File: src/rtl/video_clock_enable_manager.sv
// Lock-sequenced clock-enable generator: CH_COUNT pulse streams from MasterCLK,
// each with a runtime divisor that only takes effect on a period boundary.

module video_clock_enable_channel #(
  parameter int DIV_W       = 8,
  parameter int DEFAULT_DIV = 8
) (
  input  logic             clk,
  input  logic             rst,
  input  logic             active,
  input  logic             active_nxt,
  input  logic             wr_en,
  input  logic [DIV_W-1:0] wr_data,
  output logic             ce
);
  logic [DIV_W-1:0] pend, pend_nxt, div, cnt;
  logic             wrap;

  always_comb begin
    pend_nxt = pend;
    if (wr_en) pend_nxt = (wr_data == '0) ? DIV_W'(1) : wr_data;
  end

  // A divisor of 0 or 1 wraps every cycle, so the enable stays high.
  assign wrap = (div <= DIV_W'(1)) || (cnt == div - DIV_W'(1));

  always_ff @(posedge clk) begin
    if (rst) begin
      pend <= DIV_W'(DEFAULT_DIV);
      div  <= DIV_W'(DEFAULT_DIV);
      cnt  <= '0;
    end else begin
      pend <= pend_nxt;
      // While idle the active divisor tracks pending, so it is already loaded
      // with the latest value on the first active cycle.
      if (!active || wrap) div <= pend_nxt;
      if (!active_nxt || !active || wrap) cnt <= '0;
      else                                cnt <= cnt + DIV_W'(1);
    end
  end

  assign ce = active && (cnt == '0);
endmodule

module video_clock_enable_manager #(
  parameter int CH_COUNT    = 3,
  parameter int DIV_W       = 8,
  parameter int DEFAULT_DIV = 8,
  parameter int LOCK_DELAY  = 8,
  parameter int STAGGER_GAP = 4,
  parameter int SEL_W       = 2
) (
  input  logic                MasterCLK,
  input  logic                Reset,
  input  logic                Locked,
  input  logic [CH_COUNT-1:0] ChEnable,
  input  logic                DivWrEn,
  input  logic [SEL_W-1:0]    DivWrSel,
  input  logic [DIV_W-1:0]    DivWrData,
  output logic [CH_COUNT-1:0] ChCE,
  output logic [CH_COUNT-1:0] ChReady,
  output logic                AllReady,
  output logic                LockLost
);
  localparam int SW = (LOCK_DELAY  > 1) ? $clog2(LOCK_DELAY)  : 1;
  localparam int GW = (STAGGER_GAP > 1) ? $clog2(STAGGER_GAP) : 1;

  typedef enum logic [1:0] {IDLE, SETTLE, STAGGER, RUN} state_t;

  state_t              state, state_nxt;
  logic [SW-1:0]       settle_cnt, settle_nxt;
  logic [GW-1:0]       gap_cnt, gap_nxt;
  logic [SEL_W-1:0]    idx, idx_nxt;
  logic [CH_COUNT-1:0] ready, ready_nxt;
  logic [CH_COUNT-1:0] en_q, active, active_nxt, wr_hit;
  logic                lost, lost_nxt;

  always_comb begin
    state_nxt  = state;
    settle_nxt = settle_cnt;
    gap_nxt    = gap_cnt;
    idx_nxt    = idx;
    ready_nxt  = ready;
    lost_nxt   = lost;
    case (state)
      IDLE: begin
        if (Locked) begin
          state_nxt  = SETTLE;
          settle_nxt = '0;
        end
      end
      SETTLE: begin
        if (settle_cnt == SW'(LOCK_DELAY - 1)) begin
          state_nxt    = STAGGER;
          idx_nxt      = '0;
          gap_nxt      = '0;
          ready_nxt[0] = 1'b1;
        end else begin
          settle_nxt = settle_cnt + SW'(1);
        end
      end
      STAGGER: begin
        if (idx == SEL_W'(CH_COUNT - 1)) begin
          state_nxt = RUN;
        end else if (gap_cnt == GW'(STAGGER_GAP - 1)) begin
          gap_nxt = '0;
          idx_nxt = idx + SEL_W'(1);
          for (int c = 0; c < CH_COUNT; c++)
            if (c == int'(idx) + 1) ready_nxt[c] = 1'b1;
        end else begin
          gap_nxt = gap_cnt + GW'(1);
        end
      end
      RUN:     ;
      default: state_nxt = IDLE;
    endcase
    // Losing lock anywhere past IDLE aborts sequencing; pending divisors survive.
    if (state != IDLE && !Locked) begin
      state_nxt  = IDLE;
      settle_nxt = '0;
      gap_nxt    = '0;
      idx_nxt    = '0;
      ready_nxt  = '0;
      lost_nxt   = 1'b1;
    end
  end

  always_ff @(posedge MasterCLK) begin
    if (Reset) begin
      state      <= IDLE;
      settle_cnt <= '0;
      gap_cnt    <= '0;
      idx        <= '0;
      ready      <= '0;
      lost       <= 1'b0;
      en_q       <= '0;
    end else begin
      state      <= state_nxt;
      settle_cnt <= settle_nxt;
      gap_cnt    <= gap_nxt;
      idx        <= idx_nxt;
      ready      <= ready_nxt;
      lost       <= lost_nxt;
      en_q       <= ChEnable;
    end
  end

  // Enables are registered so ChCE depends only on flops.
  assign active     = ready & en_q;
  assign active_nxt = ready_nxt & ChEnable;

  for (genvar c = 0; c < CH_COUNT; c++) begin : g_ch
    assign wr_hit[c] = DivWrEn && (DivWrSel == SEL_W'(c));
    video_clock_enable_channel #(
      .DIV_W       (DIV_W),
      .DEFAULT_DIV (DEFAULT_DIV)
    ) u_ch (
      .clk        (MasterCLK),
      .rst        (Reset),
      .active     (active[c]),
      .active_nxt (active_nxt[c]),
      .wr_en      (wr_hit[c]),
      .wr_data    (DivWrData),
      .ce         (ChCE[c])
    );
  end

  assign ChReady  = ready;
  assign AllReady = (state == RUN);
  assign LockLost = lost;
endmodule

File: config.mk
export PLATFORM = sky130hd
export DESIGN_NAME = video_clock_enable_manager
export DESIGN_NICKNAME = d
export VERILOG_FILES = /design/src/rtl/video_clock_enable_manager.sv
export SDC_FILE = /design/constraint.sdc
export NUM_CORES = 1
export LEC_CHECK = 0
export CAP_MARGIN = 20
export CORE_UTILIZATION = 35
export CTS_BUF_LIST = sky130_fd_sc_hd__clkbuf_16
export DETAILED_ROUTE_END_ITERATION = 7
export PLACE_DENSITY = 0.57
export SLEW_MARGIN = 25
export SYNTH_ARGS = -nofsm -noshare
export SYNTH_HDL_FRONTEND = slang
export SYNTH_HIERARCHICAL = 1
export SYNTH_SLANG_ARGS = --single-unit
File: constraint.sdc
create_clock -name MasterCLK -period 3.7 [get_ports MasterCLK]
set_clock_uncertainty 0.15 [all_clocks]
set_input_delay 0.555 -clock MasterCLK [delete_from_list [all_inputs] [get_ports MasterCLK]]
set_output_delay 0.555 -clock MasterCLK [all_outputs]
set_load 0.05 [all_outputs]
==> impl_metrics.csv, run 1 <==
group,metric,value,unit
placement,dp_hpwl,6.75,mm
clocking,cts.sinks,88,
finish,nNetsFinal,536,
sta,whs,0.308,ns
critical_path,max_stage_delay,0.85,ns
synthesis,yosys_warnings,6,
floorplan,initial_utilization,36.5,%
clocking,clkLatencyLatePin,0.34,ns
finish,postLayoutCellArea,5130,um^2
critical_path,critPathMaxFanout,9,
power_and_ir_drop,vdd_drop_max,0.242,mV
floorplan,die_area,13200,um^2
placement,dp.cells,653,
power_and_ir_drop,power,2.32,mW
sta,relSlewSlack,64.9,%
synthesis,seq_area_frac_synth,39.6,%
global_routing,grt_use_met3,2.69,%
placement,place.port_buffers,24,
route,final_antenna_net_count,0,
synthesis,synth.avg_cell_area,9.41,um^2
critical_path,critPathSlowestCell,"clkdlybuf4s50_1",
finish,layout.cells.non_filler,669,
clocking,postCtsHoldBufs,0,
global_routing,met2_usage,25.0,%
sta,fmax,328,MHz
floorplan,die_x,115,um
hold_path,hp-class,"reg2reg",
clocking,cts_tree,"built",
sta,min_period,3.05,ns
clocking,htree_num_levels,3,
critical_path,crit_type,"reg2out",
power_and_ir_drop,power_density,452,nW/um^2
global_routing,grt_use_total,15.7,%
floorplan,io_pins,25,
power_and_ir_drop,internal_power,1.68,mW
clocking,cts_root_buf,"clkbuf_16",
critical_path,endpoint_kind,"primary output",
route,first_pass_iters,4,
sta,hold_viol,0,
global_routing,grt_pass1_vias,3369,
power_and_ir_drop,switching_share,27.8,%
sta,finalCritPeriodShare,82.5,%
finish,regArea,1760,um^2
placement,gp_congestion,0.811,
finish,diodes,0,
route,drc,0,
power_and_ir_drop,pwr-share-comb,16.6,%
floorplan,num_rows,40,
synthesis,synthArstFlopShare,0,%
critical_path,worstPathCellList,"or4_1 > nor4_1 > clkdlybuf4s50_1",
clocking,clkTransAtPathRegs,0.06,ns
synthesis,postSynthNetCount,513,
flow_run,maxCapViolCount,0,
placement,place_ws,0.989,ns
critical_path,critPathArrivalTime,2.35,ns
sta,tns,0,ns
finish,synthToLayoutAreaGrowth,15.2,%
finish,drive_above_1_share,10.6,%
power_and_ir_drop,clkPwrFrac,39.5,%
sta,finalMaxSlewViolations,0,
clocking,cts_buffers,9,
synthesis,synth_cell_type_count,52,
route,vias,3426,
clocking,clk_path_buf_depth,2,
run_status,status,"finished clean",
floorplan,die_y,115,um
sta,setup_viol,0,
global_routing,grt_max_degree,25,
power_and_ir_drop,switchingPower,646,uW
global_routing,grt_pass1_wl,16.3,mm
critical_path,crit_required,2.99,ns
synthesis,synth_ff_type,"dfxtp_1",
critical_path,cp_num_buf_inv,1,
global_routing,antenna_found_initial,0,
clocking,cts_resized,0,
finish,fillers,1223,
global_routing,grt-busiest-layer,"met2",
critical_path,crit_family,"buffers and inverters",
sta,setup_slack,0.648,ns
route,wl_per_cell,14.0,um
global_routing,grt-ovfl-total,0,
route,post_drt_via_cell_ratio,5.12,
route,routed_wl,9.38,mm
synthesis,synth_seq_cells,88,
clocking,cts_setup_buffers,0,
synthesis,mappedNetlistArea,4450,um^2
critical_path,crit_path_start_kind,"register",
synthesis,postSynthCellCount,473,
floorplan,core_area,12200,um^2
finish,multi_input_area,2510,um^2
sta,worst_pin_slew,0.525,ns
sta,rsz0062_at_grt,"false",
power_and_ir_drop,sequentialPowerShare,43.9,%
global_routing,grt_use_met1,20.7,%
power_and_ir_drop,leakagePower,1.82,nW
finish,postLayoutCoreUtil,42.0,%
route,drtIter0Drc,107,
synthesis,synth_edf_count,0,
placement,dpl-instance-area,4830,um^2
==> cell families (layout without fill, tap and decap cells) <==
| family | Yosys count | count (layout) | share of synthesized area [%] |
|---|---|---|---|
| adder cells (fa/ha/maj) | 23 | 23 | 6.46 |
| flip-flops | 88 | 88 | 39.6 |
| AO/OA/AOI/OAI | 65 | 65 | 11.9 |
| AND/OR/NAND/NOR | 185 | 185 | 23.4 |
| buffers and inverters | 41 | 69 | 4.16 |
| multiplexers | 20 | 20 | 4.52 |
| XOR/XNOR | 51 | 51 | 10.0 |
==> worst paths after layout <==
kind / depth (start not counted) / slack (ns) / to / from
worst max register to register: 8 / 1.04 / g_ch[2].u_ch/div[0] / g_ch[2].u_ch/div[0]
worst max-delay path: 3 / 0.65 / ChCE[0] / g_ch[0].u_ch/cnt[2]
worst min-delay path: 2 / 0.31 / gap_cnt[1] / gap_cnt[1]
worst min register to register: 2 / 0.31 / gap_cnt[1] / gap_cnt[1]
==> tightest hold or removal path: cells and delay by family (launching register included) <==
kind	cells	cell delay [ns]
flops	1	0.31
simple gates	1	0.05
compound gates	1	0.05
==> registers in the layout, indices dropped and copies added (netlist names) <==
signal,flops
en_q,3
LockLost,1
g_ch.u_ch/pend,24
ChReady,3
g_ch.u_ch/div,24
g_ch.u_ch/cnt,24
idx,2
gap_cnt,2
state,2
settle_cnt,3
==> cell usage after synthesis, types with 10 or more instances <==
| cell | instances | area [um^2] |
|---|---|---|
| a32o_1 | 12 | 120 |
| inv_1 | 27 | 101 |
| xor2_1 | 15 | 131 |
| a21oi_1 | 17 | 85.1 |
| xnor2_1 | 36 | 315 |
| nor2b_1 | 10 | 62.6 |
| nor2_1 | 67 | 251 |
| mux2i_1 | 19 | 190 |
| nand2_1 | 14 | 52.6 |
| dfxtp_1 | 88 | 1760 |
| nor3_1 | 12 | 60.1 |
| nand3_1 | 18 | 90.1 |
| ha_1 | 23 | 288 |
==> placed cells by master, fill, tap and decap left out, types with 4 or more instances in the layout <==
master           count
xnor2_1             36
a21oi_1             17
clkbuf_16            9
a32o_1              12
a22o_1               9
or2_2                5
or4_1                4
ha_1                23
a211oi_1             7
dfxtp_1             88
nor3b_1              4
nand2_1             14
inv_1               27
mux2i_1             19
nor2b_1             10
nand3_1             18
nor3_1              12
clkdlybuf4s50_1     24
xor2_1              15
nor4_1               6
or4_4                6
nor2_1              67
==> metal layers <==
metal / wire length, um / part of all wire, %
met5: 0 / 0
met4: 196 / 2.1
met3: 273 / 2.9
met2: 4190 / 45
met1: 4720 / 50
==> area by class of cell <==
cell class | count | share of cell area (%)
clock inverters | 7 | 1.39
flip-flops and latches | 88 | 34.3
repair buffers | 26 | 4.97
clock buffers | 9 | 4.39
well taps | 168 | 4.10
multi-input cells | 344 | 48.8
inverters | 27 | 1.98
==> power by group through the flow <==
stage | sequential, mW | combinational, mW | clock, mW
3_5_place_dp | 1.04 | 0.387 | 0
2_1_floorplan | 1.04 | 0.292 | 0
4_1_cts | 1.02 | 0.389 | 0.942
3_3_place_gp | 1.04 | 0.379 | 0
5_1_grt | 1.03 | 0.432 | 0.977
6_report | 1.02 | 0.385 | 0.917
(Power assumes the default switching activity.)
==> inputs of run 2 (changes only) <==
--- a/config.mk
+++ b/config.mk
@@ -9,7 +9,7 @@
 export CORE_UTILIZATION = 35
 export CTS_BUF_LIST = sky130_fd_sc_hd__clkbuf_16
 export DETAILED_ROUTE_END_ITERATION = 7
-export PLACE_DENSITY = 0.57
+export PLACE_DENSITY = 0.59
 export SLEW_MARGIN = 25
 export SYNTH_ARGS = -nofsm -noshare
 export SYNTH_HDL_FRONTEND = slang
==> constraint.sdc (replaced) <==
create_clock -name MasterCLK -period 2.5 [get_ports MasterCLK]
set_clock_uncertainty 0.15 [all_clocks]
set_input_delay 0.375 -clock MasterCLK [delete_from_list [all_inputs] [get_ports MasterCLK]]
set_output_delay 0.375 -clock MasterCLK [all_outputs]
set_load 0.05 [all_outputs]
==> impl_metrics.csv, run 2 (synthesized netlist as in run 1, its figures left out) <==
group,metric,value,unit
floorplan,num_rows,40,
sta,finalMaxSlewViolations,0,
critical_path,crit_required,2.58,ns
global_routing,met2_usage,25.7,%
clocking,cts_buffers,9,
clocking,htree_num_levels,3,
route,first_pass_iters,4,
route,routed_wl,9.48,mm
sta,setup_viol,0,
floorplan,die_area,13200,um^2
finish,diodes,0,
global_routing,grt_max_degree,16,
finish,fillers,1202,
critical_path,crit_type,"reg2reg",
global_routing,grt_pass1_wl,16.5,mm
placement,dp.cells,673,
route,final_antenna_net_count,0,
clocking,clkTransAtPathRegs,0.06,ns
clocking,clk_path_buf_depth,2,
finish,synthToLayoutAreaGrowth,20.2,%
hold_path,min_from,"gap_cnt[1]",
critical_path,crit_path_start_kind,"register",
global_routing,antenna_found_initial,0,
route,drc,0,
route,vias,3396,
global_routing,grt_use_total,16.0,%
global_routing,grt-busiest-layer,"met2",
flow_run,maxCapViolCount,0,
power_and_ir_drop,power_density,648,nW/um^2
run_status,status,"finished clean",
sta,min_period,2.41,ns
global_routing,grt_use_met1,21.1,%
power_and_ir_drop,clkPwrFrac,38.8,%
clocking,postCtsHoldBufs,0,
sta,worst_pin_slew,0.504,ns
sta,fmax,415,MHz
critical_path,r2r-start,"g_ch[0].u_ch/div[4]",
critical_path,critPathLaunch,"g_ch[0].u_ch/div[4]",
critical_path,critPathMaxFanout,7,
power_and_ir_drop,switching_share,27.8,%
clocking,cts.sinks,88,
finish,nNetsFinal,557,
finish,mostFrequentLayoutCell,"dfxtp_1",
floorplan,io_pins,25,
placement,dp_hpwl,6.98,mm
route,drtIter0Drc,126,
power_and_ir_drop,sequentialPowerShare,43.2,%
power_and_ir_drop,vdd_drop_max,0.264,mV
hold_path,hp-class,"reg2reg",
placement,gp_congestion,0.810,
global_routing,grt-ovfl-total,0,
finish,reg_top3,"g_ch.u_ch/cnt (24), g_ch.u_ch/div (24), g_ch.u_ch/pend (24)",
route,wl_per_cell,13.8,um
sta,hold_viol,0,
global_routing,grt_pass1_vias,3387,
floorplan,die_y,115,um
power_and_ir_drop,internal_power,2.50,mW
power_and_ir_drop,pwr-share-comb,18.0,%
finish,final_cell_mix,"87 x dfxtp_1, 67 x nor2_1, 36 x xnor2_1",
critical_path,critPathArrivalTime,2.50,ns
finish,drive_above_1_share,15.9,%
power_and_ir_drop,leakagePower,1.94,nW
global_routing,grt_use_met3,2.48,%
critical_path,endpoint_kind,"register",
route,post_drt_via_cell_ratio,4.93,
clocking,clkLatencyLatePin,0.34,ns
finish,postLayoutCoreUtil,43.8,%
sta,whs,0.314,ns
placement,place.port_buffers,24,
floorplan,initial_utilization,36.5,%
power_and_ir_drop,switchingPower,965,uW
floorplan,die_x,115,um
finish,layout.cells.non_filler,689,
sta,relSlewSlack,66.3,%
clocking,cts_root_buf,"clkbuf_16",
sta,finalCritPeriodShare,96.5,%
floorplan,core_area,12200,um^2
clocking,cts_tree,"built",
[run 2: cell count changes in the layout (fill, tap and decap cells not counted), sizes merged]
cell	delta
buf	+24
clkdlybuf4s50	-3
clkinv	-2
inv	+1
[run 2: metal layers]
layer | vias up | part of all wire [%]
li1 | 1755 | -
met1 | 1585 | 50
met2 | 44 | 45
met3 | 12 | 2.8
met4 | 0 | 2.1
met5 | - | 0
[run 2: critical path, cell delays in order, from the launching register on]
cell and delay (ns):
dfxtp_1 0.36, or4_4 0.51, nor4_2 0.18, xnor2_1 0.10
or4_4 0.57, and3_4 0.19, a22o_1 0.23
[run 2: final timing paths]
path | endpoint | slack, ns | cells after the start
setup reg to reg | g_ch[0].u_ch/div[0] | 0.09 | 6
setup / recovery | g_ch[0].u_ch/div[0] | 0.09 | 6
hold reg to reg | gap_cnt[1] | 0.31 | 2
hold / removal | gap_cnt[1] | 0.31 | 2
[run 2: cell type report]
class                      count  area, um^2  share of cell area (%)
inverter                      27         101                    1.89
multi-input combinational    344        2540                    47.5
clock buffer                   9         225                    4.21
timing repair buffer          47         443                    8.27
sequential                    88        1760                    32.9
tap                          168         210                    3.93
clock inverter                 6        67.6                    1.26
[run 2: timing repair]
item                       4_1_cts  5_1_grt
gates resized for setup          0        4
setup endpoints to repair        0       15
hold endpoints to repair         0        0
buffers inserted                 0        1
[run 2: power by group through the flow]
| stage | sequential [mW] | clock, mW | combinational (mW) |
|---|---|---|---|
| final | 1.50 | 1.35 | 0.624 |
| after global routing | 1.51 | 1.44 | 0.699 |
| after CTS | 1.50 | 1.38 | 0.625 |
| after detailed placement | 1.53 | 0 | 0.620 |
| after global placement | 1.53 | 0 | 0.603 |
| after floorplan | 1.55 | 0 | 0.431 |
[run 2: metrics by stage]
stage | worst slack [ns] | setup TNS (ns) | total power, mW | instance area [um^2]
floorplan | 0.0379 | 0 | 1.98 | 4470
global placement | 0.151 | 0 | 2.13 | 5030
detailed placement | 0.0963 | 0 | 2.15 | 5030
CTS | 0.0844 | 0 | 3.50 | 5330
global route | -0.00441 | -0.00441 | 3.64 | 5350
finish | 0.0880 | 0 | 3.47 | 5350
